[src/rtl/rvh_l1d_lst_wr_arb.sv]
`default_nettype none
// ============================================================================
// Module   : rvh_l1d_lst_wr_arb
// Purpose  : Single write port arbiter for the L1D line-state table (LST).
//            Three sources share one registered write port:
//              - a full-table invalidation walk (after reset or on flush_req),
//              - pipeline MESI writes,
//              - snoop MESI writes.
//            The walk has absolute priority. Snoop normally beats the pipe,
//            but after STARVE_MAX consecutive pipe losses the pipe wins once.
// Ports    : clk, rst                    clock, synchronous active-high reset
//            pipe_wr_valid/ready/set/way/dat   pipeline write request
//            snp_wr_valid/ready/set/way/dat    snoop write request
//            flush_req                   single-cycle invalidate-all request
//            flush_busy                  high while INIT or WALK
//            flush_done                  one-cycle pulse after the walk ends
//            lst_wr_en/set_idx/way_idx/dat     registered LST write port
// Revision : 1.0 - initial release
// ============================================================================
module rvh_l1d_lst_wr_arb #(
    parameter int SET_NUM    = 32,
    parameter int SET_IDX_W  = 5,
    parameter int WAY_NUM    = 4,
    parameter int WAY_IDX_W  = 2,
    parameter int MESI_W     = 2,
    parameter int STARVE_MAX = 3
) (
    input  logic                 clk,
    input  logic                 rst,

    input  logic                 pipe_wr_valid,
    output logic                 pipe_wr_ready,
    input  logic [SET_IDX_W-1:0] pipe_wr_set,
    input  logic [WAY_IDX_W-1:0] pipe_wr_way,
    input  logic [MESI_W-1:0]    pipe_wr_dat,

    input  logic                 snp_wr_valid,
    output logic                 snp_wr_ready,
    input  logic [SET_IDX_W-1:0] snp_wr_set,
    input  logic [WAY_IDX_W-1:0] snp_wr_way,
    input  logic [MESI_W-1:0]    snp_wr_dat,

    input  logic                 flush_req,
    output logic                 flush_busy,
    output logic                 flush_done,

    output logic                 lst_wr_en,
    output logic [SET_IDX_W-1:0] lst_wr_set_idx,
    output logic [WAY_IDX_W-1:0] lst_wr_way_idx,
    output logic [MESI_W-1:0]    lst_wr_dat
);

    localparam int c_CNT_W    = SET_IDX_W + WAY_IDX_W;
    localparam int c_STARVE_W = (STARVE_MAX < 1) ? 1 : $clog2(STARVE_MAX + 1);

    localparam logic [c_CNT_W-1:0]    c_CNT_LAST   = c_CNT_W'(SET_NUM * WAY_NUM - 1);
    localparam logic [c_STARVE_W-1:0] c_STARVE_MAX = c_STARVE_W'(STARVE_MAX);

    localparam logic [1:0] c_ST_INIT = 2'd0;
    localparam logic [1:0] c_ST_IDLE = 2'd1;
    localparam logic [1:0] c_ST_WALK = 2'd2;

    logic [1:0]            r_state;
    logic [c_CNT_W-1:0]    r_walk_cnt;
    logic [c_STARVE_W-1:0] r_starve_cnt;
    logic                  r_walk_last_q;
    logic                  r_flush_done;
    logic                  r_wr_en;
    logic [SET_IDX_W-1:0]  r_wr_set;
    logic [WAY_IDX_W-1:0]  r_wr_way;
    logic [MESI_W-1:0]     r_wr_dat;

    logic w_walking;
    logic w_walk_last;
    logic w_arb_open;
    logic w_starved;
    logic w_pipe_gnt;
    logic w_snp_gnt;

    // Any non-IDLE encoding is treated as walking so an illegal state can
    // never let requests through while the table is in an unknown condition.
    assign w_walking   = (r_state != c_ST_IDLE);
    assign w_walk_last = w_walking && (r_walk_cnt == c_CNT_LAST);
    assign w_starved   = (r_starve_cnt == c_STARVE_MAX);

    // A flush seen in IDLE claims the cycle, so arbitration stays closed.
    assign w_arb_open  = (r_state == c_ST_IDLE) && !flush_req && !rst;

    // Readies depend only on the competitor's valid, never on the
    // requester's own valid, so at most one grant can occur per cycle.
    assign snp_wr_ready  = w_arb_open && !(pipe_wr_valid && w_starved);
    assign pipe_wr_ready = w_arb_open && (!snp_wr_valid || w_starved);

    assign w_pipe_gnt = pipe_wr_valid && pipe_wr_ready;
    assign w_snp_gnt  = snp_wr_valid  && snp_wr_ready;

    // ------------------------------------------------------------------------
    // State machine and walk counter
    // ------------------------------------------------------------------------
    always_ff @(posedge clk) begin
        if (rst) begin
            r_state    <= c_ST_INIT;
            r_walk_cnt <= '0;
        end else begin
            case (r_state)
                c_ST_INIT, c_ST_WALK: begin
                    if (w_walk_last) begin
                        r_state    <= c_ST_IDLE;
                        r_walk_cnt <= '0;
                    end else begin
                        r_walk_cnt <= r_walk_cnt + 1'b1;
                    end
                end
                c_ST_IDLE: begin
                    if (flush_req) begin
                        r_state <= c_ST_WALK;
                    end
                end
                default: begin
                    r_state    <= c_ST_INIT;
                    r_walk_cnt <= '0;
                end
            endcase
        end
    end

    // ------------------------------------------------------------------------
    // Pipe starvation counter: counts consecutive snoop wins while the pipe
    // is waiting; any pipe win or pipe withdrawal resets the streak.
    // ------------------------------------------------------------------------
    always_ff @(posedge clk) begin
        if (rst) begin
            r_starve_cnt <= '0;
        end else if (w_pipe_gnt || !pipe_wr_valid) begin
            r_starve_cnt <= '0;
        end else if (w_snp_gnt && !w_starved) begin
            r_starve_cnt <= r_starve_cnt + 1'b1;
        end
    end

    // ------------------------------------------------------------------------
    // Completion pulse: the last walk entry is issued in cycle T, shows on
    // the write port in T+1, and flush_done follows in T+2.
    // ------------------------------------------------------------------------
    always_ff @(posedge clk) begin
        if (rst) begin
            r_walk_last_q <= 1'b0;
            r_flush_done  <= 1'b0;
        end else begin
            r_walk_last_q <= w_walk_last;
            r_flush_done  <= r_walk_last_q;
        end
    end

    // ------------------------------------------------------------------------
    // Registered LST write port. Payload holds its last value when idle to
    // avoid needless toggling; only lst_wr_en qualifies it.
    // ------------------------------------------------------------------------
    always_ff @(posedge clk) begin
        if (rst) begin
            r_wr_en  <= 1'b0;
            r_wr_set <= '0;
            r_wr_way <= '0;
            r_wr_dat <= '0;
        end else begin
            r_wr_en <= w_walking || w_pipe_gnt || w_snp_gnt;
            if (w_walking) begin
                r_wr_set <= r_walk_cnt[c_CNT_W-1:WAY_IDX_W];
                r_wr_way <= r_walk_cnt[WAY_IDX_W-1:0];
                r_wr_dat <= '0;
            end else if (w_pipe_gnt) begin
                r_wr_set <= pipe_wr_set;
                r_wr_way <= pipe_wr_way;
                r_wr_dat <= pipe_wr_dat;
            end else if (w_snp_gnt) begin
                r_wr_set <= snp_wr_set;
                r_wr_way <= snp_wr_way;
                r_wr_dat <= snp_wr_dat;
            end
        end
    end

    assign flush_busy     = w_walking;
    assign flush_done     = r_flush_done;
    assign lst_wr_en      = r_wr_en;
    assign lst_wr_set_idx = r_wr_set;
    assign lst_wr_way_idx = r_wr_way;
    assign lst_wr_dat     = r_wr_dat;

endmodule
`default_nettype wire

[config.mk]
export PLATFORM = sky130hd
export DESIGN_NAME = rvh_l1d_lst_wr_arb
export DESIGN_NICKNAME = d
export VERILOG_FILES = /design/src/rtl/rvh_l1d_lst_wr_arb.sv
export SDC_FILE = /design/constraint.sdc
export NUM_CORES = 1
export LEC_CHECK = 0
export CAP_MARGIN = 20
export CORE_UTILIZATION = 44
export DETAILED_ROUTE_END_ITERATION = 16
export PLACE_DENSITY = 0.78
export SLEW_MARGIN = 25
export SYNTH_ARGS = -nofsm -noshare
export SYNTH_HDL_FRONTEND = slang
export SYNTH_SLANG_ARGS = --single-unit
[constraint.sdc]
create_clock -name clk -period 1.61 [get_ports clk]
set_input_delay 0.322 -clock clk [delete_from_list [all_inputs] [get_ports clk]]
set_output_delay 0.322 -clock clk [all_outputs]
set_load 0.01 [all_outputs]
==> metrics.cfg <==
[status]
status=finished, final reports clean

[timing]
max_freq_mhz=633
setup_tns_ps=0
tightestPinTransition_ps=304
timing.slew.headroom=0.795
hold_viol_final=0
period_minus_slack_ps=1580
slew_viol_final=0
hold_slack_ps=450
finalClockSkew_ps=0.580
period_share=0.982
setup-violations-final=0
grt_setup_unrepaired=no

[setup_path]
worstSetupStartpointType=input pin
worst_ep_required_time_ps=1830
r2r_start=r_starve_cnt[0]
reg2reg_to=r_starve_cnt[1]
critical_path_class=input pin to flop
arrival_ps=1800
critPathMaxFanout=2
cp-startpoint=snp_wr_valid
ff2ff_path_depth=10
r2r_setup_slack_ps=50
crit_path_end=r_starve_cnt[1]
end_kind=flop

[clock_tree]
cts_buffer_depth=2
cts_buffers=3
cts_root_buffer=clkbuf_4
htree_levels=1
cts.clk_slew.worst_paths_ps=120
cts_tree=built
worstSkewPairLatency_ps=320
cts_sinks=23

[place]
gp_congestion=0.926
dpl.hpwl_um=2050
io_buffers=36
dp_cells=194

[logic_synthesis]
ys_top_cells_by_area=dfxtp_1, mux2i_1, a22oi_1
synth_cells=120
yosys.area.top_type=dfxtp_1
syn-num-nets=145
ys_warn_count=0
synthesis.area_mm2=0.00106
ys_seq_area_frac=0.433
synth.distinct_cells=30
synth-seq-cells=23
syn_area_per_cell_um2=8.85
synth_top_area_frac=0.433

[hold_path]
holdCritPathClass=flop to flop

[route]
drt_iter0_drc=24
routed_wl_um=3010
post_drt_wl_per_cell_um=14.5
antenna_left=0
via_count=1164
via_per_inst=5.60
drc_errors=0
drt_pre_antenna_iters=4

[floorplanning]
start_util=0.476
core.rowCount=17
core_area_mm2=0.00223
ios=37
die-width_um=51.1
die_y_um=51.1
dieArea_mm2=0.00261

[pwr]
finalPower_uw=1020
ir_drop_v=0.000494
p_leak_uw=0.000701
power.density_mw_per_mm2=608

[layout]
drive_gt1_frac=0.256
multi_input_area_um2=588
mostFrequentLayoutCells=clkdlybuf4s50_1, buf_4, dfxtp_1
fillers=174
fin_cells=208
antenna_cells=0
areaGrowthSynthToFinish_pct=58.7
register_area_um2=464
final_common_cell=clkdlybuf4s50_1
fin_nets=206

[run]
maxCapViolations=0

[global_routing]
grt_pass1_wl_um=4910
antenna_found_initial=0
grt_max_degree=22
gr-total-overflow=0
track_usage=0.256
grt_pass1_vias=1133

sequential cells by signal, summed over array words and instances (netlist names):
register / flops
r_state: 2
lst_wr_dat: 2
lst_wr_set_idx: 5
flush_done: 1
r_starve_cnt: 2
r_walk_last_q: 1
lst_wr_way_idx: 2
r_walk_cnt: 7
lst_wr_en: 1
synthesized netlist by cell type:
master     instances
dfxtp_1           23
nor2_1            11
mux2i_1           10
nand2_1           10
a21oi_1            7
a22oi_1            7
o22ai_1            7
nand3_1            6
o21ai_0            5
clkbuf_1           4
nand4_1            3
nor2b_1            3
nor3_1             3
and3_1             2
ha_1               2
nand2b_1           2
nand3b_1           2
a2111oi_2          1
a21oi_2            1
a31oi_1            1
a41oi_1            1
buf_2              1
buf_4              1
inv_2              1
mux2_2             1
o22a_1             1
or2_2              1
or3_1              1
or4_1              1
xor2_1             1
timing repair:
action | CTS | global route
gates cloned | 0 | 0
setup endpoints to repair | 3 | 4
hold endpoints to repair | 0 | 0
setup buffers | 8 | 2
hold buffers | 0 | 0
resized for setup | 14 | 8
pin swaps | 1 | 1
through the flow:
stage,cell area [µm²],setup slack [ps],utilization
after floorplan,1060,220,-
after global placement,1580,-347,0.705
after detailed placement,1580,-389,0.705
after CTS,1670,0.0314,0.746
after global routing,1690,1.95,0.755
final,1690,29.7,0.755
per-layer routing:
| metal | vias up | wire length, µm | global-route usage | share of wire |
|---|---|---|---|---|
| li1 | 567 | - | - | - |
| met1 | 543 | 1250 | 0.297 | 0.41 |
| met2 | 47 | 1550 | 0.456 | 0.52 |
| met3 | 7 | 167 | 0.0506 | 0.055 |
| met4 | 0 | 44 | 0.102 | 0.015 |
| met5 | - | 0 | 0 | 0 |
critical path: stages:
cell	delay, ps
clkdlybuf4s50_1	440
nor2b_2	180
buf_4	130
buf_4	120
buf_4	120
buf_4	120
buf_4	120
buf_4	120
nand4_1	80
a21oi_1	60
final cells by class:
type / instances / share of cell area
Tap cell: 28 / 0.0208
Clock inverter: 1 / 0.00297
Multi-Input combinational cell: 90 / 0.349
Sequential cell: 23 / 0.275
Clock buffer: 3 / 0.0134
Inverter: 1 / 0.00223
Timing Repair Buffer: 62 / 0.336
worst min-delay path by stage:
stage	startpoint	endpoint	slack, ps	depth (start not counted)
finish	r_walk_last_q	flush_done	450	1
floorplan	rst	r_walk_cnt[3]	400	1
CTS	r_walk_last_q	flush_done	460	1
global placement	r_walk_last_q	flush_done	420	1
global route	flush_req	r_starve_cnt[0]	480	4
detailed placement	r_walk_last_q	flush_done	430	1
logic make-up (layout without fill, tap and decap cells):
family,after synthesis,count (layout),share of synthesized area
AOI/OAI and AO/OA,31,31,0.192
xor gates and xnor gates,1,1,0.00825
muxes,11,11,0.105
and+or+nand+nor,45,45,0.208
buffers and inverters,7,67,0.0294
DFF,23,23,0.433
adders and majority gates,2,2,0.0236
power breakdown:
| group | internal (µW) | total [µW] | switching, µW | leakage, µW |
|---|---|---|---|---|
| clock network | 93.1 | 269 | 176 | 0.0000177 |
| logic | 107 | 165 | 57.4 | 0.000495 |
| registers | 581 | 591 | 10.6 | 0.000188 |
(Power assumes the default switching activity.)
